==> src/rtl/mem_access_pkg.sv <==
// mem_access_pkg: size/state encodings and byte-enable helpers for mem_access_unit
package mem_access_pkg;
  typedef enum logic [1:0] {SZ_BYTE, SZ_HALF, SZ_WORD, SZ_ILL} size_e;
  typedef enum logic [1:0] {IDLE, BUS, RESP} state_e;
  localparam logic [3:0] BE_BYTE = 4'b0001;
  localparam logic [3:0] BE_HALF = 4'b0011;
  localparam logic [3:0] BE_WORD = 4'b1111;
  function automatic logic aligned(size_e s, logic [1:0] off);
    return s == SZ_BYTE || (s == SZ_HALF && !off[0]) || (s == SZ_WORD && off == 2'd0);
  endfunction
  function automatic logic [3:0] be_base(size_e s);
    return s == SZ_BYTE ? BE_BYTE : s == SZ_HALF ? BE_HALF : BE_WORD;
  endfunction
endpackage

==> src/rtl/load_align.sv <==
// load_align: shifts a bus word down to its byte lane and sign/zero-extends it
module load_align
  import mem_access_pkg::*;
(
  input  logic [31:0] rdata,
  input  logic [1:0]  offset,
  input  size_e       size,
  input  logic        zero_ext,
  output logic [31:0] data
);
  logic [31:0] sh;
  assign sh = rdata >> {offset, 3'b000};
  assign data = size == SZ_BYTE ? {{24{!zero_ext && sh[7]}}, sh[7:0]} :
                size == SZ_HALF ? {{16{!zero_ext && sh[15]}}, sh[15:0]} : sh;
endmodule

==> src/rtl/mem_access_unit.sv <==
// mem_access_unit: single-outstanding load/store bridge from core to a ready-handshake bus
module mem_access_unit
  import mem_access_pkg::*;
#(
  parameter int ADDR_W  = 32,
  parameter int TIMEOUT = 255,
  parameter int TO_W    = 16
) (
  input  logic              cpu_clk,
  input  logic              cpu_rst,
  input  logic              req_valid,
  input  logic              req_we,
  input  logic [1:0]        req_size,
  input  logic              req_unsigned,
  input  logic [ADDR_W-1:0] req_addr,
  input  logic [31:0]       req_wdata,
  output logic              stall,
  output logic              rsp_valid,
  output logic [31:0]       rsp_rdata,
  output logic              rsp_err,
  output logic [ADDR_W-1:0] Bus_addr,
  output logic              Bus_ren,
  output logic              Bus_wen,
  output logic [3:0]        Bus_be,
  output logic [31:0]       Bus_wdata,
  input  logic [31:0]       Bus_rdata,
  input  logic              Bus_ready
);
  state_e state;
  logic [TO_W-1:0] cnt;
  logic we, zero_ext;
  size_e size, req_sz;
  logic [1:0] off;
  logic [31:0] ext;
  assign req_sz = size_e'(req_size);
  load_align u_align (.rdata(Bus_rdata), .offset(off), .size(size), .zero_ext(zero_ext), .data(ext));
  assign stall = (state == IDLE && req_valid) || state == BUS;
  assign rsp_valid = state == RESP;
  assign Bus_ren = state == BUS && !we;
  assign Bus_wen = state == BUS && we;
  always_ff @(posedge cpu_clk)
    if (cpu_rst) begin
      state <= IDLE;
      cnt <= '0;
      we <= 1'b0;
      size <= SZ_BYTE;
      zero_ext <= 1'b0;
      off <= 2'd0;
      Bus_addr <= '0;
      Bus_be <= 4'd0;
      Bus_wdata <= 32'd0;
      rsp_rdata <= 32'd0;
      rsp_err <= 1'b0;
    end else
      case (state)
        IDLE: if (req_valid) begin
          if (aligned(req_sz, req_addr[1:0])) begin
            state <= BUS;
            we <= req_we;
            size <= req_sz;
            zero_ext <= req_unsigned;
            off <= req_addr[1:0];
            Bus_addr <= {req_addr[ADDR_W-1:2], 2'b00};
            Bus_be <= be_base(req_sz) << req_addr[1:0];
            Bus_wdata <= req_sz == SZ_BYTE ? {4{req_wdata[7:0]}} :
                         req_sz == SZ_HALF ? {2{req_wdata[15:0]}} : req_wdata;
          end else begin
            state <= RESP;
            rsp_err <= 1'b1;
          end
        end
        // ready beats the timeout when both land in the same cycle
        BUS: if (Bus_ready || cnt == TO_W'(TIMEOUT - 1)) begin
          state <= RESP;
          cnt <= '0;
          rsp_err <= !Bus_ready;
          rsp_rdata <= Bus_ready && !we ? ext : 32'd0;
        end else cnt <= cnt + TO_W'(1);
        RESP: begin
          state <= IDLE;
          cnt <= '0;
          rsp_err <= 1'b0;
          rsp_rdata <= 32'd0;
        end
        default: state <= IDLE;
      endcase
endmodule

==> config.mk <==
export PLATFORM = sky130hd
export DESIGN_NAME = mem_access_unit
export DESIGN_NICKNAME = d
export VERILOG_FILES = /design/src/rtl/mem_access_pkg.sv /design/src/rtl/load_align.sv /design/src/rtl/mem_access_unit.sv
export SDC_FILE = /design/constraint.sdc
export NUM_CORES = 1
export LEC_CHECK = 0
export BUFFER_PORTS_ARGS = -buffer_cell sky130_fd_sc_hd__buf_2
export CORE_MARGIN = 2
export CORE_UTILIZATION = 37
export DETAILED_ROUTE_END_ITERATION = 8
export GPL_TIMING_DRIVEN = 0
export PLACE_DENSITY = 0.64
export REMOVE_ABC_BUFFERS = 1
export SETUP_SLACK_MARGIN = 0.5
export SLEW_MARGIN = 20
export SYNTH_ARGS = -nofsm -noshare
export SYNTH_HDL_FRONTEND = slang
export SYNTH_SLANG_ARGS = --single-unit
==> constraint.sdc <==
create_clock -name cpu_clk -period 6.9 [get_ports cpu_clk]
set_input_delay 1.38 -clock cpu_clk [delete_from_list [all_inputs] [get_ports cpu_clk]]
set_output_delay 1.38 -clock cpu_clk [all_outputs]
set_load 0.02 [all_outputs]
Word-level counts from Yosys, hierarchy flattened. Cells that the tools add are included.

Register bits: 123. Logic and storage cells: 68.

Add/sub/neg operators: 1. Equality and inequality tests: 9. Shift operators: 2. Mux-type cells: 19. Reductions and logical operators: 26.

Operators by type and width (count): 2-to-1 mux 32 bit (6); case mux 32 bit (2 select lines) (1); case mux 16 bit (2 select lines) (1); >> shifter 32 x 5 -> 32 bit (1); adder 16 x 1 -> 16 bit (second input constant) (1); equality test 16 x 8 -> 1 bit (second input constant) (1); 2-to-1 mux 16 bit (1); logical AND 1 bit (8); zero test 2 bit (4); 2-to-1 mux 4 bit (2); equality test 2 x 1 -> 1 bit (second input constant) (3); 2-to-1 mux 2 bit (3); equality test 2 bit (second input constant) (2); zero test 1 bit (4); logical OR 1 bit (4); != test 2 bit (second input constant) (2); case mux 2 bit (2 select lines) (1); AND reduction 2 bit (2); AND reduction 4 bit (1); left shift 4 x 2 -> 4 bit (1); 2-to-1 mux 1 bit (3); case mux 1 bit (3 select lines) (1); AND reduction 3 bit (1); nonzero test 3 bit (1); other kinds (2) (2).

Depth between registers and ports, before layout.
Depth after elaboration: 7. Gate-level depth with buffers: 9.

By module. A second synthesis with hierarchy kept.

Cells, all modules: 728. Area, all modules: 5930.7 um^2.

Modules (own cells, without submodules): mem_access_unit (instances 1, cells each 611, area each 5197.5 um^2); load_align (instances 1, cells each 117, area each 733.2 um^2).

Least setup slack after synthesis. OpenSTA, ideal clock, no wires.

Path kind: input-to-output. Start point: in req_valid. End point: out stall. Arrival: 1.603 ns. Data required time: 5.520 ns. Slack: 3.917 ns. Cell stages on the path: 1. Cell sequence: a21o_1.

Longest elaborated chain between the ends: 2.

Ends and longest elaborated chain: start, declared (RTL line mem_access_unit.sv:11) `input logic req_valid,`; logical AND 1 bit (RTL line mem_access_unit.sv:37) `assign stall = (state == IDLE && req_valid) || state == BUS;`; logical OR 1 bit (RTL line mem_access_unit.sv:37); end, declared (RTL line mem_access_unit.sv:17) `output logic stall,`.

Every way passes these cells.

Worst setup path after layout. Ends and elaborated chain as after synthesis.

==> results by group <==
Timing
  • Relative max-transition margin: 44.4%
  • Minimum clock period: 3.24 ns
  • Worst setup margin: 3.66 ns
  • Hold WS: 0.450 ns
  • FMAX: 309 MHz
  • Setup TNS: 0 ns
  • Pins Over Slew Limit: 0
  • Final worst path period share: 47.0%
  • RSZ-0062 raised after global routing: false
  • Final setup fails: 0
  • Hold Violations, Final: 0
  • Worst-Margin Slew: 0.832 ns
  • Clock skew: 0.00781 ns

Die
  • Die H: 129 um
  • # IOs: 209
  • Die W: 129 um
  • Core box area: 15300 um^2
  • Initial Utilization: 38.1%
  • Die area: 16700 um^2
  • Row Count: 45

Clock network
  • Post-CTS setup buffers: 0
  • CTS tree: built
  • Clock transition at the registers of the reported paths: 0.05 ns
  • Clock Path Buffers: 2
  • Post-CTS Resized: 0
  • Latest clock arrival within the worst-skew pair: 0.42 ns
  • CTS root buffer: clkbuf_16
  • CTS buffer count: 17
  • CTS Sinks: 123
  • Hold-fix buffers, CTS: 0
  • H-Tree Depth: 4

Placed design
  • Pre-CTS setup slack: 3.27 ns
  • RD Place Congestion: 0.790
  • Placed standard-cell area: 7000 um^2
  • Placed Cells incl. Taps: 1062
  • Post-DP HPWL: 11600 um
  • Port bufs: 206

Routing
  • DRT iter0 DRCs: 210
  • DR vias: 5552
  • Drt drc: 0
  • Post-route ant nets: 0
  • Via-per-instance ratio: 5.07
  • DRT Pass-1 Iters: 4
  • Detailed Route WL: 16600 um
  • Drt wl/cell: 15.2 um

Logic synthesis
  • Syn Area/Cell: 8.40 um^2
  • Asr flop ratio synth: 0%
  • Synth warn: 0
  • Post-synth EDFFs: 0
  • Post-synthesis sequential area ratio: 42.4%
  • Synth Cell Area: 5810 um^2
  • Number of synthesized register bits: 123
  • Yosys cell types: 58
  • Most used DFF post-synth: dfxtp_1
  • Post-Synthesis Cells: 692

Finish
  • Final instance area: 7560 um^2
  • Fin util: 49.6%
  • Layout cells sized above 1: 30.4%
  • Commonest non-fill, non-tap cell in the layout: buf_2
  • Commonest non-fill, non-tap cells in the layout: buf_2 (205), nand2_1 (129), dfxtp_1 (122), a21oi_1 (72), mux2i_1 (40)
  • Fin nets: 980
  • P&R area growth vs syn: 30.1%
  • Fin cells: 1095
  • # fillers: 1531

Pwr
  • PwrDens: 258 nW/um^2
  • Lkg Pwr: 3.11 nW
  • Tot Pwr: 1.95 mW
  • Peak VDD IR: 0.179 mV

Critical path
  • Startpoint Class: input pin
  • CP max FO: 6
  • Worst EP required: 5.52 ns
  • CP endpoint kind: output pin
  • Arr. time, crit path: 1.86 ns
  • CP Class: input pin to output pin

Global route
  • Largest net degree at the start of global routing: 77
  • GRT Overall Usage: 20.1%
  • First-pass GRT wire length: 26900 um
  • Vias in the first global route: 5325
  • Total gr overflow: 0
  • Antenna violations before repair: 1

Run status
  • Status: completed

Job
  • Max Cap Viol: 0

Worst hold path
  • Min-delay worst type: register to register
## final timing paths
check / to / slack, ns / cells after the start / startpoint
min reg2reg: Bus_be[2]$_SDFFE_PP0P_ / 0.45 / 2 / Bus_be[2]$_SDFFE_PP0P_
max: stall / 3.66 / 3 / req_valid
max reg2reg: rsp_rdata[26]$_SDFFE_PP0P_ / 4.33 / 6 / state[1]$_SDFFE_PP0P_
min: Bus_be[2]$_SDFFE_PP0P_ / 0.45 / 2 / Bus_be[2]$_SDFFE_PP0P_
## worst max-delay path: stages
cell	delay [ns]
buf_2	0.13
a21o_1	0.18
buf_2	0.16
## sequential cells by signal, summed over array words and instances (netlist names)
| signal | cells |
|---|---|
| Bus_wdata | 32 |
| rsp_rdata | 32 |
| Bus_addr | 30 |
| cnt | 16 |
| Bus_be | 4 |
| off | 2 |
| size | 2 |
| state | 2 |
| rsp_err | 1 |
| we | 1 |
| zero_ext | 1 |
## Yosys cell counts, types with 2 or more instances
library cell  instances  share of area, %
nand4b_1              3              0.45
nand2b_1             23               2.5
mux2_2               10               1.9
a211oi_1              9               1.2
or3_1                 5              0.54
a311oi_1             10               1.5
nor3_1                6              0.52
clkinv_1              2              0.13
o21ai_0              27               2.3
a31oi_1               8              0.86
nand2_1             129               8.3
buf_1                 7              0.45
buf_2                 7              0.60
a21boi_0              8               1.0
or4_1                11               1.4
buf_6                 2              0.39
a21oi_1              72               6.2
o211ai_1              9               1.2
a21o_1                2              0.26
mux2i_1              40               6.9
o21a_1                8               1.0
a22o_1                7               1.1
nand3_1              12               1.0
o31ai_1               4              0.52
o32ai_1              15               2.3
or2_2                 4              0.43
nor4_1                2              0.22
buf_4                 2              0.26
nor2b_1               4              0.43
xnor2_1               3              0.45
nand4_1               4              0.43
ha_1                  6               1.3
dfxtp_1             123                42
clkbuf_1             39               2.5
nand3b_1              5              0.65
o41a_1                2              0.39
inv_1                10              0.65
nor2_1               32               2.1
## layer usage
metal / GRT usage (%) / part of all wire [%] / up-vias / wire length, um
met5: 0 / 0 / - / 0
met4: 4.60 / 0.69 / 0 / 114
met3: 8.38 / 9.1 / 10 / 1510
met2: 32.0 / 45 / 178 / 7550
met1: 25.5 / 45 / 2532 / 7440
li1: - / - / 2832 / -
## cells by family after synthesis
group | Yosys count | synth area share, %
buf+inv | 69 | 4.99
mux | 50 | 8.83
fa+ha+maj | 6 | 1.29
simple gates | 251 | 20.9
other cells | 1 | 0.0645
flops | 123 | 42.4
compound gates | 188 | 21.0
xor+xnor | 4 | 0.603
## power by group
group,total (mW),switching (mW),internal [mW]
sequential,0.775,0.0274,0.748
clock,0.854,0.346,0.508
combinational,0.318,0.197,0.121
total,1.95,0.570,1.38
## layout make-up
type / instances / area, um^2 / area share [%]
antenna: 1 / 2.50 / 0.0331
clock buffer: 20 / 447 / 5.91
clock inverter: 12 / 115 / 1.52
inverter: 12 / 45.0 / 0.596
multi-input combinational: 501 / 3070 / 40.6
sequential: 123 / 2460 / 32.6
tap: 211 / 264 / 3.49
timing repair buffer: 215 / 1150 / 15.2
Power figures use the tool's default switching activity.
